===== config.mk =====
export PLATFORM = sky130hd
export DESIGN_NAME = mux_scan_ctrl
export DESIGN_NICKNAME = d
export VERILOG_FILES = /design/src/rtl/mux_scan_ctrl.sv
export SDC_FILE = /design/constraint.sdc
export NUM_CORES = 1
export LEC_CHECK = 0
export ABC_AREA = 1
export ABC_CLOCK_PERIOD_IN_PS = 1600
export CAP_MARGIN = 5
export CORE_MARGIN = 2
export CORE_UTILIZATION = 48
export DETAILED_ROUTE_END_ITERATION = 10
export PLACE_DENSITY = 0.76
export RECOVER_POWER = 50
export SYNTH_ARGS = -nofsm -noshare
export SYNTH_HDL_FRONTEND = slang
export SYNTH_SLANG_ARGS = --single-unit

===== constraint.sdc =====
create_clock -name clk -period 1.6 [get_ports clk]
set_clock_uncertainty 0.2 [all_clocks]
set_input_delay 0.32 -clock clk [delete_from_list [all_inputs] [get_ports clk]]
set_output_delay 0.32 -clock clk [all_outputs]
set_load 0.005 [all_outputs]

===== src/rtl/mux_scan_ctrl.sv =====
// mux_scan_ctrl: steps a 4:1 mux select across the enabled channels, holds each
// channel dwell+1 cycles, samples the mux output into a shadow word and publishes
// one word per completed frame (single-shot or continuous).
//
// Ports:
//   clk, rst        clock, asynchronous active-high reset
//   start, stop     begin scanning (IDLE only) / abort from any state
//   cont            1 = continuous frames, 0 = single frame (latched per frame)
//   dwell           extra hold cycles per channel (latched per frame)
//   en_mask         channel enables (latched per frame)
//   f_in            downstream mux output, sampled at the end of each dwell
//   sin             channel select to the mux
//   word            last completed frame, disabled channels read 0
//   word_valid      one-cycle pulse when word updates
//   busy            high while scanning
//   frames          completed-frame count, wraps at 256
module mux_scan_ctrl #(
    parameter int unsigned DWELL_W = 4
) (
    input  logic               clk,
    input  logic               rst,
    input  logic               start,
    input  logic               stop,
    input  logic               cont,
    input  logic [DWELL_W-1:0] dwell,
    input  logic [3:0]         en_mask,
    input  logic               f_in,
    output logic [1:0]         sin,
    output logic [3:0]         word,
    output logic               word_valid,
    output logic               busy,
    output logic [7:0]         frames
);

    localparam int unsigned NCH = 4;
    localparam int unsigned FW  = 8;

    typedef enum logic {S_IDLE, S_SCAN} state_t;

    state_t             state_q, state_d;
    logic [1:0]         sin_q, sin_d;
    logic [NCH-1:0]     word_q, word_d;
    logic               valid_q, valid_d;
    logic               busy_q, busy_d;
    logic [FW-1:0]      frames_q, frames_d;
    logic [DWELL_W-1:0] cnt_q, cnt_d;
    logic [DWELL_W-1:0] dwl_q, dwl_d;
    logic [NCH-1:0]     mask_q, mask_d;
    logic               cont_q, cont_d;
    logic [NCH-1:0]     shadow_q, shadow_d;
    logic [NCH-1:0]     shadow_smp;

    // Lowest set bit of m (0 when m is empty; callers guarantee m != 0).
    function automatic logic [1:0] lowest_ch(input logic [NCH-1:0] m);
        logic [1:0] r;
        r = 2'd0;
        for (int i = NCH - 1; i >= 0; i--) begin
            if (m[i]) r = 2'(i);
        end
        return r;
    endfunction

    // Next set bit strictly above cur; cur when none exists.
    function automatic logic [1:0] next_ch(input logic [NCH-1:0] m, input logic [1:0] cur);
        logic [1:0] r;
        r = cur;
        for (int i = NCH - 1; i >= 0; i--) begin
            if (m[i] && (i > int'(cur))) r = 2'(i);
        end
        return r;
    endfunction

    // True when some enabled channel lies above cur, i.e. the frame is not finished.
    function automatic logic has_next(input logic [NCH-1:0] m, input logic [1:0] cur);
        logic r;
        r = 1'b0;
        for (int i = 0; i < int'(NCH); i++) begin
            if (m[i] && (i > int'(cur))) r = 1'b1;
        end
        return r;
    endfunction

    // Next-state and output logic.
    always_comb begin
        state_d    = state_q;
        sin_d      = sin_q;
        word_d     = word_q;
        valid_d    = 1'b0;
        busy_d     = busy_q;
        frames_d   = frames_q;
        cnt_d      = cnt_q;
        dwl_d      = dwl_q;
        mask_d     = mask_q;
        cont_d     = cont_q;
        shadow_d   = shadow_q;
        shadow_smp = shadow_q;
        shadow_smp[sin_q] = f_in;

        case (state_q)
            S_IDLE: begin
                cnt_d  = '0;
                sin_d  = 2'd0;
                busy_d = 1'b0;
                if (start && !stop && (en_mask != '0)) begin
                    state_d  = S_SCAN;
                    mask_d   = en_mask;
                    dwl_d    = dwell;
                    cont_d   = cont;
                    sin_d    = lowest_ch(en_mask);
                    shadow_d = '0;
                    busy_d   = 1'b1;
                end
            end
            S_SCAN: begin
                if (stop) begin
                    // Abort: partial shadow dropped, published state untouched.
                    state_d  = S_IDLE;
                    sin_d    = 2'd0;
                    busy_d   = 1'b0;
                    cnt_d    = '0;
                    shadow_d = '0;
                end else if (cnt_q == dwl_q) begin
                    cnt_d    = '0;
                    shadow_d = shadow_smp;
                    if (!has_next(mask_q, sin_q)) begin
                        word_d   = shadow_smp & mask_q;
                        valid_d  = 1'b1;
                        frames_d = frames_q + FW'(1);
                        if (cont_q && (en_mask != '0)) begin
                            // Back-to-back frame with freshly latched settings.
                            mask_d   = en_mask;
                            dwl_d    = dwell;
                            cont_d   = cont;
                            sin_d    = lowest_ch(en_mask);
                            shadow_d = '0;
                        end else begin
                            state_d  = S_IDLE;
                            sin_d    = 2'd0;
                            busy_d   = 1'b0;
                            shadow_d = '0;
                        end
                    end else begin
                        sin_d = next_ch(mask_q, sin_q);
                    end
                end else begin
                    cnt_d = cnt_q + DWELL_W'(1);
                end
            end
            default: begin
                state_d = S_IDLE;
                sin_d   = 2'd0;
                busy_d  = 1'b0;
                cnt_d   = '0;
            end
        endcase
    end

    // State and output registers.
    always_ff @(posedge clk or posedge rst) begin
        if (rst) begin
            state_q  <= S_IDLE;
            sin_q    <= 2'd0;
            word_q   <= '0;
            valid_q  <= 1'b0;
            busy_q   <= 1'b0;
            frames_q <= '0;
            cnt_q    <= '0;
            dwl_q    <= '0;
            mask_q   <= '0;
            cont_q   <= 1'b0;
            shadow_q <= '0;
        end else begin
            state_q  <= state_d;
            sin_q    <= sin_d;
            word_q   <= word_d;
            valid_q  <= valid_d;
            busy_q   <= busy_d;
            frames_q <= frames_d;
            cnt_q    <= cnt_d;
            dwl_q    <= dwl_d;
            mask_q   <= mask_d;
            cont_q   <= cont_d;
            shadow_q <= shadow_d;
        end
    end

    assign sin        = sin_q;
    assign word       = word_q;
    assign word_valid = valid_q;
    assign busy       = busy_q;
    assign frames     = frames_q;

endmodule


==> impl_metrics.py <==
metrics = {
    "outcome": {
        "status": "complete, but fails checks",
        "violations": "negative setup slack",
    },
    "die": {
        "die_y_um": 66.7,
        "initial_core_util_pct": 50.7,
        "coreArea_mm2": 0.00372,
        "dieArea_mm2": 0.00445,
        "fp.dieW_um": 66.7,
        "io_pins": 30,
        "core.rowCount": 22,
    },
    "hold_path": {
        "hold_depth": 2,
        "hold_class": "reg -> reg",
    },
    "placement": {
        "dp_hpwl_mm": 3.09,
        "pre_cts_ws_ps": -372,
        "globalplace.congestion": 0.865,
        "io_buffer_count": 29,
    },
    "clock_network": {
        "clockBufferDepth": 2,
        "insertion_delay_ps": 300,
        "cts_buffers": 5,
        "tritoncts": "yes",
        "hold_buffers": 0,
        "cts_root_buf": "clkbuf_8",
        "clk_pin_slew_worst_paths_ps": 70,
        "htree_levels": 2,
        "cts.sinks": 34,
    },
    "timing": {
        "finalCritPeriodShare_pct": 109,
        "drv_slew": 0,
        "tightest_slew_ps": 871,
        "max_clock_freq_mhz": 572,
        "min_period_ps": 1750,
        "finalHoldViolations": 0,
        "final.setup.tns_ps": -2390,
        "finalSetupViolCount": 32,
        "slew_headroom_pct": 42.0,
        "rsz0062_at_grt": "yes",
        "fin_ws_ps": -148,
    },
    "yosys": {
        "syn-num-nets": 245,
        "syn-instance-count": 229,
        "yosysSeqAreaShare_pct": 45.1,
        "synth_seq_cells": 34,
        "avgSynthCellArea_um2": 8.23,
        "synth_cell_types": 28,
        "ys_warn_count": 0,
        "syn-cell-area_mm2": 0.00189,
    },
    "worst_setup_path": {
        "worstSetupEndpoint": "mask_q[1]",
        "required_ps": 1580,
        "cp-end-kind": "flop",
        "crit_fanout": 6,
        "startpoint": "dwl_q[3]",
        "path_class": "reg -> reg",
        "r2r-end": "mask_q[1]",
        "r2r_slack_ps": -150,
        "cp-start-kind": "flop",
        "arrival_ps": 1730,
        "reg2reg_depth": 10,
        "rr_startpoint": "dwl_q[3]",
    },
    "cells_and_area": {
        "regArea_um2": 852,
        "fin_util_pct": 82.6,
        "fillCellCount": 227,
        "multi_input_area_mm2": 0.00119,
        "nets": 342,
        "layout_common_cells": "68 x nand2_1, 44 x buf_4, 33 x dfrtp_1",
        "area_delta_synth_final_pct": 62.8,
        "final_common_cell": "nand2_1",
        "final_layout_size_suffix_gt1_share_pct": 40.4,
        "num_antenna_cells": 0,
    },
    "detailed_routing": {
        "vias": 2042,
        "vias_per_cell": 5.45,
        "firstDrtPassIters": 4,
        "wire_per_inst_um": 16.6,
        "drt_iter0_drc": 108,
        "drc": 0,
        "ant_nets": 0,
        "routed_wl_mm": 6.23,
    },
    "grt": {
        "overflow": 0,
        "grt_pass1_vias": 1773,
        "grt_usage_pct": 24.2,
        "grt_pass1_wl_mm": 8.04,
        "grt_max_degree": 35,
        "grt_antenna_before_repair": 0,
    },
    "power_and_ir_drop": {
        "power.leakage_nw": 1.57,
        "pwr_density_cell_mw_per_mm2": 1350,
        "peakVddDrop_mv": 1.09,
    },
    "job": {
        "maxCapViolations": 0,
    },
}
[metal layers]
metal  track usage [%]  part of all wire (%)  vias up
met1              29.7                    38      966
met4              15.3                   4.8        0
met3              4.90                   6.4       31
met5                 0                     0        -
li1                  -                     -      935
met2              38.8                    51      110
[flip-flops by register name (all words and copies together) (netlist names)]
register    flops
sin             2
dwl_q           4
mask_q          4
state_q         1
word            4
frames          8
shadow_q        4
busy            1
cnt_q           4
word_valid      1
cont_q          1
[power by group]
| part | internal [mW] | switching [mW] |
|---|---|---|
| registers | 1.04 | 0.169 |
| logic | 0.984 | 1.20 |
| clock network | 0.435 | 0.324 |
[synth_stat cells]
cell | count | area [um2]
o21ai_1 | 1 | 5.00
ha_1 | 2 | 25.0
nor3_4 | 1 | 16.3
inv_2 | 2 | 7.51
inv_1 | 22 | 82.6
o21ai_0 | 8 | 40.0
a21oi_1 | 5 | 25.0
and2_1 | 1 | 6.26
nor3_1 | 2 | 10.0
nor2_1 | 14 | 52.6
nor2_2 | 1 | 6.26
o21ai_4 | 1 | 16.3
nand4_1 | 10 | 62.6
buf_6 | 1 | 11.3
nand3_4 | 2 | 35.0
xor2_1 | 2 | 17.5
o21bai_4 | 1 | 18.8
nor2_4 | 2 | 22.5
nor2_8 | 1 | 20.0
nand2_4 | 2 | 22.5
nand3_1 | 7 | 35.0
dfrtp_1 | 34 | 851
o21ai_2 | 5 | 43.8
nand4_4 | 1 | 21.3
xnor2_1 | 6 | 52.6
nand2_2 | 8 | 50.1
or2_2 | 1 | 6.26
nand2_1 | 86 | 323
[worst min-delay path by stage]
stage               slack [ps]        start           to
floorplan                  250  shadow_q[0]  shadow_q[0]
global placement           270      word[3]      word[3]
global route               310  shadow_q[3]  shadow_q[3]
finish                     280      word[0]      word[0]
detailed placement         270      word[0]      word[0]
CTS                        190          rst    frames[5]
[cell type report]
type	instances	share of cell area, %
inverters	24	2.94
well taps	48	1.96
repair buffers	86	24.9
flip-flops and latches	34	27.8
multi-input cells	175	38.9
clock buffers	8	3.59
[per-stage QoR]
step           instances  power, mW  instance area, um2  hold slack, ps
2_1_floorplan        229       2.00                1890             248
3_3_place_gp         336       2.56                2480             265
3_5_place_dp         336       2.62                2480             274
4_1_cts              359       3.54                2770             186
5_1_grt              375       4.35                3070             305
6_report             375       4.15                3070             280
[repair_timing]
item,in CTS,in global routing
gates cloned,2,3
setup endpoints to repair,33,33
buffers inserted,13,13
gates resized for setup,40,48
pin swaps,10,33
[cells by family (layout without fill, tap and decap cells)]
group           Yosys count  after routing  synth area share [%]
flops                    34             34                  45.1
xor+xnor                  8              8                  3.72
buf+inv                  25            118                  5.38
fa+ha+maj                 2              2                  1.33
simple gates            139            143                  36.6
compound gates           21             22                  7.90
[critical path: stages, from the launching register on]
cell and delay (ps):
dfrtp_1 400, inv_1 80, nand2_1 60, nand2_1 80, nor2_4 150, nand2_4 90
buf_12 160, nand2_8 70, nand4_4 160, nand2_1 120, nand2_1 60
Note: power is estimated with default switching activity, not from simulation.
